===== src/rtl/calc_pkg.sv =====
// Shared calculator definitions: key codes, scanner state encoding and small
// helpers for decoding active-low keypad row patterns.
package calc_pkg;

    localparam logic [3:0] KEY_ADD = 4'hA;
    localparam logic [3:0] KEY_SUB = 4'hB;
    localparam logic [3:0] KEY_MUL = 4'hC;
    localparam logic [3:0] KEY_DIV = 4'hD;
    localparam logic [3:0] KEY_CLR = 4'hE;
    localparam logic [3:0] KEY_ENT = 4'hF;

    typedef enum logic [1:0] {
        SCAN     = 2'b00,
        DEBOUNCE = 2'b01,
        HELD     = 2'b10
    } scan_state_t;

    // A row pattern names a single key only when exactly one line is pulled low.
    function automatic logic one_low(input logic [3:0] rows);
        return rows inside {4'b1110, 4'b1101, 4'b1011, 4'b0111};
    endfunction

    function automatic logic [1:0] row_index(input logic [3:0] rows);
        logic [1:0] idx;
        idx = 2'd0;
        case (rows)
            4'b1110: idx = 2'd0;
            4'b1101: idx = 2'd1;
            4'b1011: idx = 2'd2;
            4'b0111: idx = 2'd3;
            default: idx = 2'd0;
        endcase
        return idx;
    endfunction

endpackage


===== src/rtl/sync_2ff.sv =====
// Two-flop synchroniser for asynchronous level inputs; resets to all-ones so
// idle pulled-up lines read as inactive.
module sync_2ff #(
    parameter int WIDTH = 4
) (
    input  logic             clk,
    input  logic             reset,
    input  logic [WIDTH-1:0] d,
    output logic [WIDTH-1:0] q
);

    logic [WIDTH-1:0] meta;

    // NOTE: sequential state uses non-blocking assignments so both stages
    // sample their inputs from before the edge, giving a true two-stage delay.
    always_ff @(posedge clk) begin
        if (reset) begin
            meta <= '1;
            q    <= '1;
        end else begin
            meta <= d;
            q    <= meta;
        end
    end

endmodule


===== src/rtl/keypad_scanner_4x4.sv =====
// 4x4 matrix keypad scanner: drives one column low at a time, debounces the
// synchronised rows and emits one key_valid pulse per physical press.
module keypad_scanner_4x4
    import calc_pkg::*;
#(
    parameter int SCAN_DIV     = 4,
    parameter int DEBOUNCE_CNT = 3
) (
    input  logic       clk,
    input  logic       reset,
    input  logic [3:0] row_in,
    output logic [3:0] col_out,
    output logic [3:0] key_code,
    output logic       key_valid,
    output logic       is_digit,
    output logic       key_held
);

    localparam int DW = (SCAN_DIV > 1) ? $clog2(SCAN_DIV) : 1;

    logic [3:0]    rs;
    logic [DW-1:0] dwell;
    logic          tick;
    logic [1:0]    col;
    logic [3:0]    lat_rs;
    logic [3:0]    match_cnt;
    logic [3:0]    rel_cnt;
    logic [3:0]    map_code;
    scan_state_t   state;

    sync_2ff #(.WIDTH(4)) u_row_sync (
        .clk   (clk),
        .reset (reset),
        .d     (row_in),
        .q     (rs)
    );

    assign tick    = (dwell == DW'(SCAN_DIV - 1));
    assign col_out = ~(4'b0001 << col);

    // NOTE: every combinationally assigned signal gets a default first so no
    // path through the case leaves it unassigned and infers a latch.
    always_comb begin
        map_code = 4'h0;
        case ({row_index(lat_rs), col})
            4'b00_00: map_code = 4'h1;
            4'b00_01: map_code = 4'h2;
            4'b00_10: map_code = 4'h3;
            4'b00_11: map_code = KEY_ADD;
            4'b01_00: map_code = 4'h4;
            4'b01_01: map_code = 4'h5;
            4'b01_10: map_code = 4'h6;
            4'b01_11: map_code = KEY_SUB;
            4'b10_00: map_code = 4'h7;
            4'b10_01: map_code = 4'h8;
            4'b10_10: map_code = 4'h9;
            4'b10_11: map_code = KEY_MUL;
            4'b11_00: map_code = KEY_CLR;
            4'b11_01: map_code = 4'h0;
            4'b11_10: map_code = KEY_ENT;
            4'b11_11: map_code = KEY_DIV;
            default:  map_code = 4'h0;
        endcase
    end

    always_ff @(posedge clk) begin
        if (reset) begin
            state     <= SCAN;
            dwell     <= '0;
            col       <= 2'd0;
            lat_rs    <= 4'hF;
            match_cnt <= 4'd0;
            rel_cnt   <= 4'd0;
            key_code  <= 4'h0;
            key_valid <= 1'b0;
            is_digit  <= 1'b1;
            key_held  <= 1'b0;
        end else begin
            key_valid <= 1'b0;
            dwell     <= tick ? '0 : dwell + 1'b1;

            case (state)
                SCAN: begin
                    if (tick) begin
                        if (one_low(rs)) begin
                            lat_rs    <= rs;
                            match_cnt <= 4'd1;
                            state     <= DEBOUNCE;
                        end else begin
                            col <= col + 2'd1;
                        end
                    end
                end

                DEBOUNCE: begin
                    // Accept lands one cycle after the final matching sample.
                    if (match_cnt == 4'(DEBOUNCE_CNT)) begin
                        state     <= HELD;
                        key_valid <= 1'b1;
                        key_code  <= map_code;
                        is_digit  <= (map_code <= 4'd9);
                        key_held  <= 1'b1;
                        rel_cnt   <= 4'd0;
                    end else if (tick) begin
                        if (rs == lat_rs) begin
                            match_cnt <= match_cnt + 4'd1;
                        end else begin
                            state <= SCAN;
                            col   <= col + 2'd1;
                        end
                    end
                end

                HELD: begin
                    if (tick) begin
                        if (rs == 4'hF) begin
                            if (rel_cnt == 4'(DEBOUNCE_CNT - 1)) begin
                                key_held <= 1'b0;
                                rel_cnt  <= 4'd0;
                                state    <= SCAN;
                                col      <= col + 2'd1;
                            end else begin
                                rel_cnt <= rel_cnt + 4'd1;
                            end
                        end else begin
                            rel_cnt <= 4'd0;
                        end
                    end
                end

                default: state <= SCAN;
            endcase
        end
    end

endmodule

===== config.mk =====
export PLATFORM = sky130hd
export DESIGN_NAME = keypad_scanner_4x4
export DESIGN_NICKNAME = d
export VERILOG_FILES = /design/src/rtl/calc_pkg.sv /design/src/rtl/sync_2ff.sv /design/src/rtl/keypad_scanner_4x4.sv
export SDC_FILE = /design/constraint.sdc
export NUM_CORES = 1
export LEC_CHECK = 0
export CAP_MARGIN = 20
export CORE_ASPECT_RATIO = 0.7
export CORE_MARGIN = 1
export CORE_UTILIZATION = 55
export DETAILED_ROUTE_END_ITERATION = 10
export PLACE_DENSITY = 0.8
export SLEW_MARGIN = 20
export SYNTH_ARGS = -nofsm -noshare
export SYNTH_HDL_FRONTEND = slang
export SYNTH_SLANG_ARGS = --single-unit

===== constraint.sdc =====
create_clock -name clk -period 2.4 [get_ports clk]
set_input_delay 0.6 -clock clk [delete_from_list [all_inputs] [get_ports clk]]
set_output_delay 0.6 -clock clk [all_outputs]
set_load 0.02 [all_outputs]

# Yosys cells after proc, flatten, opt, wreduce, memory -nomap -nowiden
# Memory sizes are Yosys's and may differ from the RTL's.
# Index checks and enable logic that the tools add are counted.
[classes] addsub=4 muxes=36 eq_ne=27 n_reduce_logical=14 order_cmp=1 n_shift=1 bitwise_logic=2
[ops] operator="4-bit two-way mux" count=9
[ops] operator="2-bit two-way mux" count=16
[ops] operator="4-bit == test (second input constant)" count=6
[ops] operator="2-bit != test (second input constant)" count=11
[ops] operator="2-bit case mux with 3 select lines" count=3
[ops] operator="4-bit case mux with 2 select lines" count=2
[ops] operator="9-bit AND reduction" count=1
[ops] operator="4-bit by 1-bit adder with 4-bit output (second input constant)" count=2
[ops] operator="4-bit by 2-bit == test with 1-bit output (second input constant)" count=2
[ops] operator="4-bit by 3-bit == test with 1-bit output (second input constant)" count=2
[ops] operator="7-bit AND reduction" count=1
[ops] operator="3-bit != test (second input constant)" count=2
[ops] operator="3-bit AND reduction" count=2
[ops] operator="6-bit AND reduction" count=1
[ops] operator="1-bit two-way mux" count=5
[ops] operator="5-bit AND reduction" count=1
[ops] operator="2-bit by 1-bit adder with 2-bit output (second input constant)" count=2
[ops] operator="2-bit == test (second input constant)" count=2
[ops] operator="4-bit == test" count=1
[ops] operator="4-bit <= comparator (second input constant)" count=1
[ops] operator="4-bit inverter" count=1
[ops] operator="2-bit nonzero test" count=2
[ops] operator="4-bit nonzero test" count=1
[ops] operator="2-bit OR reduction" count=2
[ops] operator="7 further kinds" count=7
[totals] reg_bits=33 output_inout_bits=11 input_bits=6 memories=1 wordCells=98 rom_bits=64
[memory_table] memory="(name not given)" depth=16 word_bits=4 read_ports=1 rd_clocked_by_memory_dff=0 wr=0 line_no="keypad_scanner_4x4.sv:45" rtl="case ({row_index(lat_rs), col})"

# Logic depth before layout (Yosys ltp)
# Gate-level depths: netlist (run 1).
[logic_depth] ltp_word=5 mapped_depth=7 mapped_depth_nobuf=7

# Hierarchy
# Synthesis (run 1) repeated with hierarchy kept, for this count alone.
[unflattened] cells_unflattened=184 hier_area_um2=1695.4
[by_module_without_submodules] module="keypad_scanner_4x4" instances=1 area_each_um2=1485.2 seq_area_each_um2=500.5 cells_each=168
[by_module_without_submodules] module="sync_2ff" instances=1 area_each_um2=210.2 seq_area_each_um2=160.2 cells_each=16

# Worst setup path after synthesis (run 1)
# No wires, ideal clock.
[synth_timing] kind="reg2reg" start="reg rel_cnt[0]" end="reg col[0]" arrival_time_ps=1720 path_buffers=0 setup_slack_ps=559 t_required_ps=2279 setup_time_ps=121 path_stages_with_launch=8 period_less_slack_ps=1841 cell_sequence="dfxtp_1 -> inv_1 -> ha_1 -> nor3b_1 -> nor2b_1 -> o21bai_1 -> a221oi_1 -> mux2_2"
[synth_between] elab_chain_cells=3
[synth_rtl] element="from (decl)" line_no="keypad_scanner_4x4.sv:27" rtl="logic [3:0] rel_cnt;"
[synth_rtl] element="from (signal assigned)" line_no="keypad_scanner_4x4.sv:123" rtl="rel_cnt <= rel_cnt + 4'd1;"
[synth_rtl] element="4-bit by 2-bit == test with 1-bit output" line_no="keypad_scanner_4x4.sv:117" rtl="if (rel_cnt == 4'(DEBOUNCE_CNT - 1)) begin"
[synth_rtl] element="2-bit != test (no line)"
[synth_rtl] element="9-bit AND reduction (no line)"
[synth_rtl] element="to (signal assigned)" line_no="keypad_scanner_4x4.sv:90" rtl="col <= col + 2'd1;"
[synth_rtl] element="to (signal assigned)" line_no="keypad_scanner_4x4.sv:109" rtl="col <= col + 2'd1;"
[synth_rtl] element="to (signal assigned)" line_no="keypad_scanner_4x4.sv:121" rtl="col <= col + 2'd1;"
[synth_rtl] element="to (decl)" line_no="keypad_scanner_4x4.sv:24" rtl="logic [1:0] col;"
# Every way passes these cells.
# A chain may end at the register's enable or synchronous reset.

# Worst setup path in the final report (run 1)
[layout_timing] start="reg col[0]" end="out col_out[2]"
[layout_between] elab_chain_cells=2
[layout_rtl] element="1-bit by 2-bit left shift with 4-bit output" line_no="keypad_scanner_4x4.sv:39" rtl="assign col_out = ~(4'b0001 << col);"
[layout_rtl] element="4-bit inverter" line_no="keypad_scanner_4x4.sv:39"
[layout_rtl] element="to (decl)" line_no="keypad_scanner_4x4.sv:12" rtl="output logic [3:0] col_out,"
# Every way passes these cells.

==> results of run 1 <==
==> kinds of logic after synthesis <==
family                   Yosys count  synth area share [%]
AND/OR/NAND/NOR                   68                  21.9
AO/OA/AOI/OAI                     33                  13.3
flip-flops                        33                  39.8
buffers and inverters             18                  4.75
XOR/XNOR                          11                  6.25
adder cells (fa/ha/maj)           11                  8.29
multiplexers                       8                  5.65
==> where the power goes <==
group	switching, uW	internal, uW	leakage, uW
registers	11.6	561	0.000270
clock network	197	259	0.0000542
logic	49.8	41.8	0.000482
==> critical path, delay by kind of cell, from the launching register on <==
family / cells / cell delay, ns
adder cells (fa/ha/maj): 1 / 0.21
buffers and inverters: 3 / 0.76
flip-flops: 1 / 0.40
==> metrics by stage <==
stage / cells / setup slack [ns] / hold WS [ns] / total power (uW)
after floorplan: 182 / 0.559 / 0.389 / 646
after global placement: 227 / 0.366 / 0.395 / 671
after detailed placement: 227 / 0.301 / 0.400 / 676
after CTS: 235 / 0.0596 / 0.415 / 1130
after global routing: 235 / 0.0667 / 0.423 / 1170
final: 235 / 0.145 / 0.411 / 1120
==> how the worst max path moves through the flow <==
stage / from / endpoint / cells after the start
4_1_cts: col[1]$_SDFFE_PP0P_ / col_out[0] / 4
6_report: col[0]$_SDFFE_PP0P_ / col_out[2] / 4
3_3_place_gp: col[0]$_SDFFE_PP0P_ / col_out[0] / 4
3_5_place_dp: col[0]$_SDFFE_PP0P_ / col_out[0] / 4
5_1_grt: col[0]$_SDFFE_PP0P_ / col_out[2] / 4
2_1_floorplan: rel_cnt[0]$_SDFFE_PP0P_ / col[0]$_SDFFE_PP0P_ / 7
==> repair_timing <==
item | CTS | global route
pin swaps | 0 | 0
gates resized for setup | 1 | 2
cloned | 0 | 0
hold buffers | 0 | 0
setup endpoints to repair | 1 | 2
==> registers in the layout (all words and copies together), names as in the netlist <==
signal / cells
col: 2
dwell: 2
is_digit: 1
key_code: 4
key_held: 1
key_valid: 1
lat_rs: 4
match_cnt: 4
rel_cnt: 4
state: 2
u_row_sync.meta: 4
u_row_sync.q: 4
==> placed cells by master, fill, tap and decap left out, types with 3 or more instances in the layout <==
master and count:
dfxtp_1 31, xnor2_1 4, clkbuf_8 7, a21oi_1 7, nand2_1 16, nand4_1 4
o21ai_0 6, a211oi_1 5, nand2b_1 3, or2_2 8, inv_1 10, clkdlybuf4s50_1 15
mux2i_1 6, nand4b_1 3, ha_1 11, xor2_1 6, nor2_1 18, o31ai_1 3
==> layer usage <==
metal  vias to the layer above  part of all wire (%)  wire, um
met1                       618                    49      1570
met4                         0                   1.0        32
met3                         2                   3.4       109
li1                        658                     -         -
met2                        28                    47      1500
met5                         -                     0         0
==> cell type report <==
cell class,count,area [um^2],share of cell area (%)
well taps,36,45.0,2.32
repair buffers,17,170,8.78
inverters,10,37.5,1.94
multi-input cells,131,921,47.5
clock inverters,1,5.00,0.258
clock buffers,7,96.3,4.97
flip-flops and latches,33,663,34.2
==> run summary, run 1 <==
Hold Path Class -> flip-flop to flip-flop
Crit Reg-Reg Startpoint -> match_cnt[0]$_SDFFE_PP0P_
Clk Latency, worst-skew pair -> 0.29 ns
Yosys reg bits -> 33
core box area -> 2820 um^2
worst ir drop on vdd -> 0.442 mV
TritonRoute pass-1 iters -> 4
antenna violations before repair -> 0
Via density -> 5.56
GR Util met2 -> 35.8%
ys flop type -> dfxtp_1
syn_nets -> 199
worst path required time -> 1.80 ns
worst-path maximum fanout -> 8
Post-Route Utilization -> 68.7%
Area growth, synth to finish -> 16.7%
# diodes -> 0
vias in the first global route -> 1134
die height -> 48.0 um
Cells on Worst Hold Path -> 1
grt ovf -> 0
Netlist cell types -> 45
syn_area_per_cell -> 9.12 um^2
reg-to-reg slack, setup -> 0.37 ns
Sink Count -> 33
CTS Buf Count -> 5
fill cell count -> 195
GR peak layer -> met2
via count -> 1306
layout cells sized above 1 -> 13.1%
synth cell count leaders -> dfxtp_1 (33), nor2_1 (18), nand2_1 (16), ha_1 (11), inv_1 (10)
synth top area cells -> dfxtp_1 (40%), ha_1 (8.3%), nor2_1 (4.1%)
largest net degree at the start of global routing -> 21
Fin Setup TNS -> 0 ns
# setup viols final -> 0
met3 GRT Util -> 9.29%
post-route ant nets -> 0
critical path class -> flip-flop to output port
IO Port Bufs -> 16
GRT Overall Usage -> 22.4%
routability cong. -> 0.793
GRT met1 Usage -> 27.5%
Crit. End Element -> output port
Starting Density -> 58.8%
synthesized netlist cell count -> 182
Die W -> 67.7 um
Wirelength per Cell -> 13.7 um
NumNets Final -> 215
Reg clk slew, reported paths -> 0.07 ns
R2R cell count -> 6
DR iter-0 viols -> 84
Post-Route WL -> 3.21 mm
Longest Clk Path Bufs -> 2
Clock H-tree levels -> 2
Worst path max stage delay -> 0.59 ns
Lkg Pwr -> 0.000806 uW
Hold Crit Endpoint -> u_row_sync.q[1]$_SDFF_PP1_
status -> finished, final reports clean
startpoint types -> flip-flop
Clock Skew -> 0.00404 ns
final hold vios -> 0
Synth async-reset ratio -> 0%
TritonCTS clock tree -> done
Slew @ Worst Pin -> 0.473 ns
crit path DAT -> 1.66 ns
DP Wirelength -> 2.36 mm
synthesized area -> 1660 um^2
RSZ-0062 raised after global routing -> false
number of max-cap violations -> 0
cell area after layout -> 1940 um^2
fmax -> 0.443 GHz
Worst R2R End -> rel_cnt[1]$_SDFFE_PP0P_
DRC viols -> 0
Period minus WS final -> 2.26 ns
Synth Warn # -> 0
hold_sp -> u_row_sync.meta[1]$_SDFF_PP1_
area of the die -> 3250 um^2
first-pass GRT wire length -> 5.04 mm
sequential fraction of the synthesis area -> 39.8%
cell with the most instances after synthesis -> dfxtp_1
slowest cell on the critical path -> clkdlybuf4s50_1
Ports -> 17
leading area contributor after synthesis -> dfxtp_1
Worst slew margin -> 68.5%
# rows -> 16
Post-CTS Setup Inserts -> 0
clock root buffer -> clkbuf_8
DP Area -> 1830 um^2
final worst-path cycle share -> 94.0%
Most common cell on crit path -> inv_1
fin. max-slew vios -> 0
post-synth top area share -> 39.8%
crit path cell chain -> inv_1, ha_1, inv_1, clkdlybuf4s50_1
Pwr Density -> 578 nW/um^2
Post-synth EDFFs -> 0
Note: power is estimated with default switching activity, not from simulation.
==> inputs of run 2 (changes only) <==
--- a/config.mk
+++ b/config.mk
@@ -9,6 +9,7 @@
 export CORE_ASPECT_RATIO = 0.7
 export CORE_MARGIN = 1
 export CORE_UTILIZATION = 55
+export CTS_CLUSTER_DIAMETER = 200
 export DETAILED_ROUTE_END_ITERATION = 10
 export PLACE_DENSITY = 0.8
 export SLEW_MARGIN = 20
==> results of run 2 <==
No change in the layout: final DEF, timing and power equal those of run 1.
